### src/rtl/bcd_pkg.sv
// bcd_pkg: shared types for the BCD frame collector and downstream checker.
//   BCD_W             - width of one BCD digit
//   bcd_t             - one BCD digit
//   is_bcd()          - true when the digit is a legal decimal value (0..9)
//   collector_state_t - collector FSM states
package bcd_pkg;

  localparam int BCD_W = 4;

  typedef logic [BCD_W-1:0] bcd_t;

  typedef enum logic {
    FILL = 1'b0,
    HOLD = 1'b1
  } collector_state_t;

  function automatic logic is_bcd(input bcd_t d);
    return (d <= 4'd9);
  endfunction

endpackage

### src/rtl/bcd_shift_reg.sv
// bcd_shift_reg: DIGITS-slot BCD digit shift register.
//   clk, rst_n  - clock, async active-low reset
//   i_shift_en  - shift all slots up by one, slot 0 loads i_din
//   i_clear     - zero every slot (wins over i_shift_en)
//   i_din       - digit entering slot 0
//   o_bcd       - packed slots, slot 0 in the low nibble
module bcd_shift_reg
  import bcd_pkg::*;
#(
  parameter int DIGITS = 48
) (
  input  logic                    clk,
  input  logic                    rst_n,
  input  logic                    i_shift_en,
  input  logic                    i_clear,
  input  bcd_t                    i_din,
  output logic [BCD_W*DIGITS-1:0] o_bcd
);

  logic [DIGITS-1:0][BCD_W-1:0] r_slot;
  logic [DIGITS-1:0][BCD_W-1:0] w_next;

  for (genvar i = 0; i < DIGITS; i++) begin : g_slot
    if (i == 0) begin : g_head
      assign w_next[i] = i_din;
    end else begin : g_body
      assign w_next[i] = r_slot[i-1];
    end

    always_ff @(posedge clk or negedge rst_n) begin
      if (!rst_n)          r_slot[i] <= '0;
      else if (i_clear)    r_slot[i] <= '0;
      else if (i_shift_en) r_slot[i] <= w_next[i];
    end
  end

  assign o_bcd = r_slot;

endmodule

### src/rtl/bcd_frame_collector.sv
// bcd_frame_collector: gathers a serial BCD digit stream (MSD first, framed
// by in_last) into a right-aligned, zero-padded parallel digit vector and
// holds it under a valid/ready handshake.
//   clk, rst_n                - clock, async active-low reset
//   in_valid/in_ready         - input digit handshake
//   in_digit, in_last         - digit and end-of-frame marker
//   out_valid/out_ready       - assembled frame handshake
//   out_bcd                   - packed digits, slot 0 = least significant
//   out_count                 - digits stored (saturates at DIGITS)
//   out_overflow              - frame carried more than DIGITS digits
//   out_bad_digit             - frame carried a digit of 10..15
module bcd_frame_collector
  import bcd_pkg::*;
#(
  parameter int DIGITS = 48,
  parameter int CNT_W  = $clog2(DIGITS + 1)
) (
  input  logic                    clk,
  input  logic                    rst_n,
  input  logic                    in_valid,
  output logic                    in_ready,
  input  logic [BCD_W-1:0]        in_digit,
  input  logic                    in_last,
  output logic                    out_valid,
  input  logic                    out_ready,
  output logic [BCD_W*DIGITS-1:0] out_bcd,
  output logic [CNT_W-1:0]        out_count,
  output logic                    out_overflow,
  output logic                    out_bad_digit
);

  localparam logic [CNT_W-1:0] CNT_MAX = CNT_W'(DIGITS);

  collector_state_t r_state, w_state_nxt;
  logic [CNT_W-1:0] r_count;
  logic             r_overflow;
  logic             r_bad_digit;

  logic w_accept;
  logic w_room;
  logic w_shift;
  logic w_release;

  assign w_accept  = in_valid && in_ready;
  assign w_room    = (r_count < CNT_MAX);
  assign w_shift   = w_accept && w_room;
  // Consumer taking the frame also empties the register for the next one,
  // which is what keeps unused upper slots at zero.
  assign w_release = out_valid && out_ready;

  always_ff @(posedge clk or negedge rst_n) begin
    if (!rst_n) r_state <= FILL;
    else        r_state <= w_state_nxt;
  end

  always_comb begin
    w_state_nxt = r_state;
    in_ready    = 1'b0;
    out_valid   = 1'b0;
    case (r_state)
      FILL: begin
        in_ready = 1'b1;
        if (w_accept && in_last) w_state_nxt = HOLD;
      end
      HOLD: begin
        out_valid = 1'b1;
        if (out_ready) w_state_nxt = FILL;
      end
      default: w_state_nxt = FILL;
    endcase
  end

  always_ff @(posedge clk or negedge rst_n) begin
    if (!rst_n) begin
      r_count     <= '0;
      r_overflow  <= 1'b0;
      r_bad_digit <= 1'b0;
    end else if (w_release) begin
      r_count     <= '0;
      r_overflow  <= 1'b0;
      r_bad_digit <= 1'b0;
    end else if (w_accept) begin
      // Past DIGITS the digit is dropped: the most significant digits win.
      if (w_room) r_count    <= r_count + 1'b1;
      else        r_overflow <= 1'b1;
      if (!is_bcd(in_digit)) r_bad_digit <= 1'b1;
    end
  end

  bcd_shift_reg #(
    .DIGITS (DIGITS)
  ) u_shift_reg (
    .clk        (clk),
    .rst_n      (rst_n),
    .i_shift_en (w_shift),
    .i_clear    (w_release),
    .i_din      (in_digit),
    .o_bcd      (out_bcd)
  );

  assign out_count     = r_count;
  assign out_overflow  = r_overflow;
  assign out_bad_digit = r_bad_digit;

endmodule

### config.mk
export PLATFORM = sky130hd
export DESIGN_NAME = bcd_frame_collector
export DESIGN_NICKNAME = d
export VERILOG_FILES = /design/src/rtl/bcd_pkg.sv /design/src/rtl/bcd_shift_reg.sv /design/src/rtl/bcd_frame_collector.sv
export SDC_FILE = /design/constraint.sdc
export NUM_CORES = 1
export LEC_CHECK = 0
export CORE_UTILIZATION = 50
export DETAILED_ROUTE_END_ITERATION = 8
export PLACE_DENSITY = 0.78
export SYNTH_ARGS = -nofsm -noshare
export SYNTH_HDL_FRONTEND = slang
export SYNTH_SLANG_ARGS = --single-unit
### constraint.sdc
create_clock -name clk -period 1.65 [get_ports clk]
set_clock_uncertainty 0.1 [all_clocks]
set_input_delay 0.33 -clock clk [delete_from_list [all_inputs] [get_ports clk]]
set_output_delay 0.33 -clock clk [all_outputs]
set_load 0.02 [all_outputs]
Word-level counts from Yosys, hierarchy flattened
Cells that the tools add are included.
{"block": "op_classes", "addsub": 1, "order_cmp": 2, "eq_ne": 2, "muxes": 110, "bitwise_logic": 1, "n_reduce_logical": 10}
{"cell": "4-bit 2-to-1 mux", "count": 96}
{"cell": "6-bit 2-to-1 mux", "count": 3}
{"cell": "1-bit 2-to-1 mux", "count": 10}
{"cell": "6-bit by 1-bit adder with 6-bit output, second input constant", "count": 1}
{"cell": "6-bit less-than comparator, second input constant", "count": 1}
{"cell": "2-bit AND reduction", "count": 3}
{"cell": "2-bit nonzero test", "count": 3}
{"cell": "4-bit less-or-equal comparator, second input constant", "count": 1}
{"cell": "1-bit logical AND", "count": 4}
{"cell": "2-bit by 1-bit inequality test with 1-bit output, second input constant", "count": 2}
{"cell": "1-bit case mux with 2 select lines", "count": 1}
{"cell": "1-bit NOT", "count": 1}
{"block": "totals", "regBits": 201, "output_inout_bits": 202, "word_cells": 178}

Longest topological paths before layout
Gate-level depths: netlist of the first run.
{"block": "depth", "depth_word": 5, "depth_mapped": 6, "depth_no_buf": 4}

Hierarchy
From an unflattened synthesis of the first run, not the netlist that was laid out.
{"block": "hier_totals", "hier_cells": 664, "hier_area_um2": 8401.8}
{"mod": "bcd_shift_reg", "instances": 1, "cells_per_inst": 619, "area_each_um2": 7961.4, "seq_area_each_um2": 4804.6}
{"mod": "bcd_frame_collector", "instances": 1, "cells_per_inst": 45, "area_each_um2": 440.4, "seq_area_each_um2": 225.2}

Least setup slack after synthesis of the first run
No wires, ideal clock.
{"block": "synth_timing", "path_type": "reg2reg", "start": "reg r_count[4] (netlist: out_count[4])", "end": "reg u_shift_reg.r_slot, in the netlist u_shift_reg.o_bcd[141]", "setup_time_ns": 0.132, "arrival_ns": 1.237, "slack_ns": 0.181, "path_stages_with_launch": 5, "period_less_slack_ns": 1.469, "cell_sequence": "dfrtp_1 and2_2 nor2_2 buf_1 o21ai_1"}
{"block": "synth_between", "elab_chain_cells": 3}
{"item": "from (decl)", "line_no": "bcd_frame_collector.sv:35", "source": "logic [CNT_W-1:0] r_count;"}
{"item": "from (signal assigned)", "line_no": "bcd_frame_collector.sv:84", "source": "if (w_room) r_count <= r_count + 1'b1;"}
{"item": "6-bit less-than comparator", "line_no": "bcd_frame_collector.sv:45", "source": "assign w_room = (r_count < CNT_MAX);"}
{"item": "1-bit logical AND", "line_no": "bcd_frame_collector.sv:46", "source": "assign w_shift = w_accept && w_room;"}
{"item": "2-bit nonzero test (no line)"}
{"item": "to (signal, indexed assignment)", "line_no": "bcd_shift_reg.sv:33", "source": "else if (i_shift_en) r_slot[i] <= w_next[i];"}
{"item": "to (decl)", "line_no": "bcd_shift_reg.sv:20", "source": "logic [DIGITS-1:0][BCD_W-1:0] r_slot;"}
Every way passes these cells.
A chain may end at the register's enable or synchronous reset.

Final worst setup path of the first run
{"block": "layout_timing", "start": "reg u_shift_reg.r_slot, in the netlist u_shift_reg.o_bcd[59]", "end": "out out_bcd[59]"}
{"item": "to (decl)", "line_no": "bcd_frame_collector.sv:26", "source": "output logic [BCD_W*DIGITS-1:0] out_bcd,"}
No word-level cell between the ends.

==> results.txt, run 1 <==
----------------------------------------------------
[Outcome]
  Status ... finished clean

[STA]
  Setup repair after global routing missed its margin ... false
  Count of endpoints failing setup in the final report ... 0
  Part of the cycle the worst path needs ... 98.6%
  Worst relative slew slack ... 74.9%
  Minimum hold slack ... 0.238 ns
  Minimum clock period ... 1.63 ns
  Fin. Hold Viols ... 0
  Transition time of the tightest slew-check pin ... 0.376 ns
  Fmax ... 615 MHz
  Pins over their slew limit ... 0

[Global routing]
  Maximum number of pins on one net before global-route repair ... 85
  Antenna violations before repair ... 0
  Wire length of the first global-routing pass ... 39,200 um
  Total track usage ... 27.2%
  Via count of the first global-routing pass ... 7,404
  Gr ovfl total ... 0

[Route]
  DRT antenna net count ... 0
  DRT iter0 DRCs ... 770
  DR WL/cell ... 18.1 um
  Avg Vias per Cell ... 5.93
  First-pass iteration count of the detailed router ... 5
  Post-Route WL ... 24,400 um
  Via total after detailed routing ... 7,974
  # DRC ... 0

[Clock network]
  H-Tree Level Count ... 1
  Clock buffer count from CTS ... 21
  TritonCTS clock tree ... built
  Clock transition at the registers of the reported paths ... 0.06 ns
  Clock root buffer master ... sky130_fd_sc_hd__clkbuf_16
  Clock latency on the worst-skew pair ... 0.49 ns
  Maximum clock path buffer count ... 3
  Sinks on the clock net ... 201

[Critical path]
  Critical Path Start Type ... flip-flop
  Count of buffer and inverter cells on the critical path ... 1
  Signal arrival time at the worst endpoint ... 1.20 ns
  Cell breakdown of the critical path ... clkdlybuf4s15_1
  Startpoint-to-endpoint class of the critical path ... reg -> out
  Critical path fanouts, max ... 3
  Slowest cell on the critical path ... sky130_fd_sc_hd__dfrtp_1
  Kind of cell adding the most delay to the critical path ... flip-flops
  Kind of end point of the critical path ... output pin
  Required time of the critical path ... 1.22 ns
  Largest stage delay, worst path ... 0.39 ns

[Layout]
  Antenna diodes ... 0
  Count of fill cells added during filler insertion ... 1,310
  Non-Filler Cell Area, Final ... 11,600 um2
  Signed area change from the synthesized netlist to the final layout ... 35.1%
  Fin cells ... 1,345
  Fraction of layout cells with a size suffix above 1 ... 21.0%
  Layout Nets ... 1,121

[Die]
  Placeable core area ... 16,600 um2
  Width of the chip ... 133 um
  Number of core rows ... 47
  IO Pins ... 211
  Total Die Area ... 17,700 um2
  Chip Height ... 133 um
  Initial Util ... 51.5%

[Synthesis]
  Syn nets ... 924
  Average instance area after synthesis ... 9.37 um2
  Ys Warns ... 0
  Synthesized area ... 8570 um2
  Flip-flop and latch count after synthesis ... 201
  Sequential share of the synthesized area ... 58.7%
  Cell variety after synth ... 28
  Number of cells produced by synthesis ... 914

[Power]
  Leakage power ... 5.20 nW
  Power per cell area ... 1020 nW/um2
  Max VDD drop ... 0.823 mV

[Place]
  Placed standard-cell area ... 11,300 um2
  DPL Wire Length ... 15,500 um
  Routability congestion estimate from global placement ... 0.779
  Port Buf Inserts ... 210
  Cell Count Post-Placement ... 1,301

[Hold path]
  Type of the tightest min-delay check ... in -> async

[Run]
  Max Cap Viol ... 0

----------------------------------------------------
-- synthesized netlist by cell type --
cell type                  instances  share of area, %
sky130_fd_sc_hd__a21oi_1         145               8.5
sky130_fd_sc_hd__and2_1            1             0.073
sky130_fd_sc_hd__and2_2            1             0.088
sky130_fd_sc_hd__and3_1            1             0.073
sky130_fd_sc_hd__buf_1             9              0.39
sky130_fd_sc_hd__buf_2            43               2.5
sky130_fd_sc_hd__buf_4            16               1.4
sky130_fd_sc_hd__buf_6             1              0.13
sky130_fd_sc_hd__clkbuf_1         31               1.4
sky130_fd_sc_hd__clkbuf_2          1             0.058
sky130_fd_sc_hd__dfrtp_1         201                59
sky130_fd_sc_hd__ha_1              1              0.15
sky130_fd_sc_hd__inv_1             2             0.088
sky130_fd_sc_hd__mux2i_1           2              0.23
sky130_fd_sc_hd__nand2_1          57               2.5
sky130_fd_sc_hd__nand2b_4          1              0.16
sky130_fd_sc_hd__nand3_1         195                11
sky130_fd_sc_hd__nor2_1            1             0.044
sky130_fd_sc_hd__nor2_2            1             0.073
sky130_fd_sc_hd__nor2b_1           1             0.073
sky130_fd_sc_hd__nor3_1            2              0.12
sky130_fd_sc_hd__o21a_1            2              0.18
sky130_fd_sc_hd__o21ai_0          99               5.8
sky130_fd_sc_hd__o21ai_1          96               5.6
sky130_fd_sc_hd__o22ai_1           1             0.073
sky130_fd_sc_hd__o311ai_1          1              0.10
sky130_fd_sc_hd__o41ai_1           1              0.10
sky130_fd_sc_hd__or3_1             1             0.073
-- stage by stage --
stage | worst slack (ns) | TNS, ns | utilization (%) | power (mW)
floorplan | 0.181 | 0 | - | 6.11
global placement | -0.235 | -35.41 | 67.6 | 7.00
detailed placement | -0.249 | -38.05 | 67.6 | 7.03
CTS | 0.000207 | 0 | 72.2 | 11.9
global route | 0.00000966 | 0 | 69.6 | 12.2
finish | 0.0236 | 0 | 69.6 | 11.8
-- metal layers --
| layer | global-route usage, % | routed length [um] |
|---|---|---|
| met1 | 39.5 | 10400 |
| met5 | 0 | 0 |
| met3 | 6.09 | 2090 |
| met4 | 6.96 | 404 |
| met2 | 41.5 | 11400 |
-- timing repair --
| item | in CTS | in global routing |
|---|---|---|
| buffers inserted | 3 | 3 |
| endpoints found under the hold margin | 34 | 0 |
| pin swaps | 0 | 0 |
| gates resized for setup | 422 | 117 |
| endpoints found under the setup margin | 202 | 116 |
| hold buffers | 1 | 0 |
| cloned | 0 | 0 |
-- flip-flops by register name, summed over array words and instances, names as in the netlist --
signal,cells
out_bad_digit,1
out_count,6
out_overflow,1
r_state,1
u_shift_reg.o_bcd,192
-- worst paths after layout --
check                                                endpoint  slack [ns]                               start  depth (start not counted)
setup / recovery                                  out_bcd[59]        0.02   u_shift_reg.o_bcd[59]$_DFFE_PN0P_                          1
hold / removal              u_shift_reg.o_bcd[75]$_DFFE_PN0P_        0.24                               rst_n                          2
setup reg to reg            u_shift_reg.o_bcd[95]$_DFFE_PN0P_        0.08                   r_state$_DFF_PN0_                          6
hold reg to reg            u_shift_reg.o_bcd[190]$_DFFE_PN0P_        0.41  u_shift_reg.o_bcd[190]$_DFFE_PN0P_                          2
max in group asynchronous  u_shift_reg.o_bcd[128]$_DFFE_PN0P_        0.61                               rst_n                          3
min in group clk             u_shift_reg.o_bcd[0]$_DFFE_PN0P_        0.29                         in_digit[0]                          3
-- cell usage in the layout, fill, tap and decap left out, types with 21 or more instances in the layout --
master,instances
sky130_fd_sc_hd__o21ai_1,96
sky130_fd_sc_hd__buf_12,27
sky130_fd_sc_hd__clkdlybuf4s15_2,29
sky130_fd_sc_hd__buf_4,36
sky130_fd_sc_hd__nand3_1,195
sky130_fd_sc_hd__nand2_1,56
sky130_fd_sc_hd__dfrtp_1,200
sky130_fd_sc_hd__o21ai_0,99
sky130_fd_sc_hd__a21oi_1,145
sky130_fd_sc_hd__clkbuf_2,94
sky130_fd_sc_hd__clkdlybuf4s15_1,71
sky130_fd_sc_hd__clkbuf_16,21
-- cell families after synthesis --
logic type      Yosys count  share of synthesized area [%]
simple gates            262                           14.7
flops                   201                           58.7
fa+ha+maj                 1                          0.146
compound gates          345                           20.3
mux                       2                          0.234
buf+inv                 103                           5.94
-- layout make-up --
cell class / instances / area (um2) / area share [%]
Multi-Input combinational cell: 610 / 3050 / 26.4
Clock buffer: 28 / 602 / 5.20
Sequential cell: 201 / 5030 / 43.5
Tap cell: 220 / 275 / 2.38
Timing Repair Buffer: 275 / 2490 / 21.5
Clock inverter: 9 / 120 / 1.04
Inverter: 2 / 7.51 / 0.0649
-- report_power, final --
part | leakage (nW) | internal (mW) | total (mW) | switching, mW
logic | 2.05 | 0.595 | 1.60 | 1.01
clock network | 0.363 | 3.02 | 4.94 | 1.91
registers | 2.78 | 5.11 | 5.27 | 0.167
No activity file was read; power rests on OpenSTA's default activity.
==> run 2: changes to the inputs <==
--- a/config.mk
+++ b/config.mk
@@ -5,6 +5,7 @@
 export SDC_FILE = /design/constraint.sdc
 export NUM_CORES = 1
 export LEC_CHECK = 0
+export CORE_MARGIN = 10
 export CORE_UTILIZATION = 50
 export DETAILED_ROUTE_END_ITERATION = 8
 export PLACE_DENSITY = 0.78
==> results.txt, run 2 (same netlist as run 1, synthesis figures left out) <==
----------------------------------------------------
[Outcome]
  Status ... finished clean

[Layout]
  Register cell area after layout ... 5030 um2
  Multi-input gate area in the final layout ... 3070 um2
  Fin cells ... 1,351
  Non-Filler Cell Area, Final ... 11,600 um2
  Signed area change from the synthesized netlist to the final layout ... 35.0%
  Antenna diodes ... 0
  Commonest non-fill, non-tap cells in the layout ... sky130_fd_sc_hd__dfrtp_1 (201), sky130_fd_sc_hd__nand3_1 (195), sky130_fd_sc_hd__a21oi_1 (145), sky130_fd_sc_hd__o21ai_1 (117), sky130_fd_sc_hd__clkbuf_2 (102)
  Flip-flop count of the largest register after layout ... 192
  Layout Nets ... 1,129
  Most common cell after layout, fill and taps aside ... sky130_fd_sc_hd__dfrtp_1
  Count of fill cells added during filler insertion ... 1,368
  Fraction of layout cells with a size suffix above 1 ... 23.2%

[Clock network]
  H-Tree Level Count ... 1
  Maximum clock path buffer count ... 3
  Clock latency on the worst-skew pair ... 0.48 ns
  Clock transition at the registers of the reported paths ... 0.06 ns
  Clock buffer count from CTS ... 21
  Sinks on the clock net ... 201
  Clock root buffer master ... sky130_fd_sc_hd__clkbuf_16
  TritonCTS clock tree ... built

[Critical path]
  Kind of end point of the critical path ... output pin
  Startpoint-to-endpoint class of the critical path ... reg -> out
  Required time of the critical path ... 1.22 ns
  Slowest cell on the critical path ... sky130_fd_sc_hd__dfrtp_1
  Critical Path Start Type ... flip-flop
  Count of buffer and inverter cells on the critical path ... 1
  Signal arrival time at the worst endpoint ... 1.21 ns
  Largest stage delay, worst path ... 0.40 ns
  Kind of cell adding the most delay to the critical path ... flip-flops
  Cell breakdown of the critical path ... clkdlybuf4s15_1
  Critical path fanouts, max ... 3

[Die]
  Chip Height ... 151 um
  Number of core rows ... 47
  Initial Util ... 51.3%
  IO Pins ... 211
  Total Die Area ... 22,800 um2
  Placeable core area ... 16,700 um2
  Width of the chip ... 151 um

[Power]
  Leakage power ... 5.22 nW
  Max VDD drop ... 0.742 mV
  Power per cell area ... 999 nW/um2

[STA]
  Minimum hold slack ... 0.241 ns
  Total negative setup slack ... 0 ns
  Part of the cycle the worst path needs ... 99.2%
  Minimum clock period ... 1.64 ns
  Worst relative slew slack ... 75.4%
  Fin. Hold Viols ... 0
  Fmax ... 611 MHz
  Transition time of the tightest slew-check pin ... 0.369 ns
  Count of endpoints failing setup in the final report ... 0
  Pins over their slew limit ... 0
  Setup repair after global routing missed its margin ... true
  PnR worst setup slack ... 0.0136 ns

[Route]
  DR WL/cell ... 20.0 um
  Avg Vias per Cell ... 5.91
  # DRC ... 0
  First-pass iteration count of the detailed router ... 6
  DRT antenna net count ... 0
  DRT iter0 DRCs ... 614
  Post-Route WL ... 27,000 um
  Via total after detailed routing ... 7,984

[Place]
  DPL Wire Length ... 17,900 um
  Placed standard-cell area ... 11,300 um2
  Routability congestion estimate from global placement ... 0.814
  Post-placement setup slack ... -0.283 ns
  Cell Count Post-Placement ... 1,307
  Port Buf Inserts ... 210

[Global routing]
  Total track usage ... 22.5%
  Via count of the first global-routing pass ... 7,741
  Maximum number of pins on one net before global-route repair ... 69
  Gr ovfl total ... 0
  Antenna violations before repair ... 0
  Wire length of the first global-routing pass ... 42,300 um

[Hold path]
  Type of the tightest min-delay check ... in -> async

[Run]
  Max Cap Viol ... 0

----------------------------------------------------
==> run 2: cell types whose count changed in the layout (fill, tap and decap cells not counted), moves of 2 or more <==
cell,previous run,this run
sky130_fd_sc_hd__clkbuf_2,94,102
sky130_fd_sc_hd__o21ai_1,96,117
sky130_fd_sc_hd__bufinv_16,3,1
sky130_fd_sc_hd__buf_2,6,8
sky130_fd_sc_hd__buf_4,36,42
sky130_fd_sc_hd__o21ai_0,99,77
sky130_fd_sc_hd__clkbuf_16,21,23
sky130_fd_sc_hd__clkdlybuf4s15_2,29,38
sky130_fd_sc_hd__clkdlybuf4s15_1,71,50
==> run 2: what timing repair did <==
item / in CTS / in global routing
setup buffers: 1 / 4
cloned: 0 / 3
endpoints found under the hold margin: 76 / 0
hold buffers: 1 / 0
gates resized for setup: 410 / 176
setup endpoints to repair: 202 / 184
==> run 2: worst paths after layout <==
check / from / endpoint / slack, ns / depth (start not counted)
min reg2reg: u_shift_reg.o_bcd[190]$_DFFE_PN0P_ / u_shift_reg.o_bcd[190]$_DFFE_PN0P_ / 0.42 / 2
max reg2reg: r_state$_DFF_PN0_ / u_shift_reg.o_bcd[90]$_DFFE_PN0P_ / 0.04 / 5
min: rst_n / u_shift_reg.o_bcd[56]$_DFFE_PN0P_ / 0.24 / 2
min in group clk: in_digit[0] / u_shift_reg.o_bcd[0]$_DFFE_PN0P_ / 0.30 / 3
max in group asynchronous: rst_n / u_shift_reg.o_bcd[103]$_DFFE_PN0P_ / 0.64 / 3
max: u_shift_reg.o_bcd[32]$_DFFE_PN0P_ / out_bcd[32] / 0.01 / 1
==> run 2: power breakdown <==
part / internal, mW / total, mW / switching, mW / leakage (nW)
clock: 2.74 / 4.63 / 1.89 / 0.338
combinational: 0.613 / 1.65 / 1.03 / 2.10
sequential: 5.11 / 5.28 / 0.172 / 2.78
==> run 2: cell type report <==
class,instances,area share [%]
Inverter,2,0.0649
Clock buffer,29,5.32
Sequential cell,201,43.5
Timing Repair Buffer,282,21.8
Clock inverter,6,0.476
Tap cell,220,2.38
Multi-Input combinational cell,611,26.5
==> run 2: layer usage <==
layer | share of wire (%) | track usage, % | vias to the layer above
met2 | 47 | 35.8 | 374
met4 | 1.8 | 4.81 | 0
met1 | 40 | 29.9 | 3912
li1 | - | - | 3657
met5 | 0 | 0 | -
met3 | 11 | 6.80 | 41
==> run 2: per-stage QoR <==
stage	utilization, %	total power, mW
global placement	67.6	7.03
CTS	71.6	11.6
finish	69.3	11.6
detailed placement	67.6	7.04
global route	69.3	12.0
floorplan	-	6.11
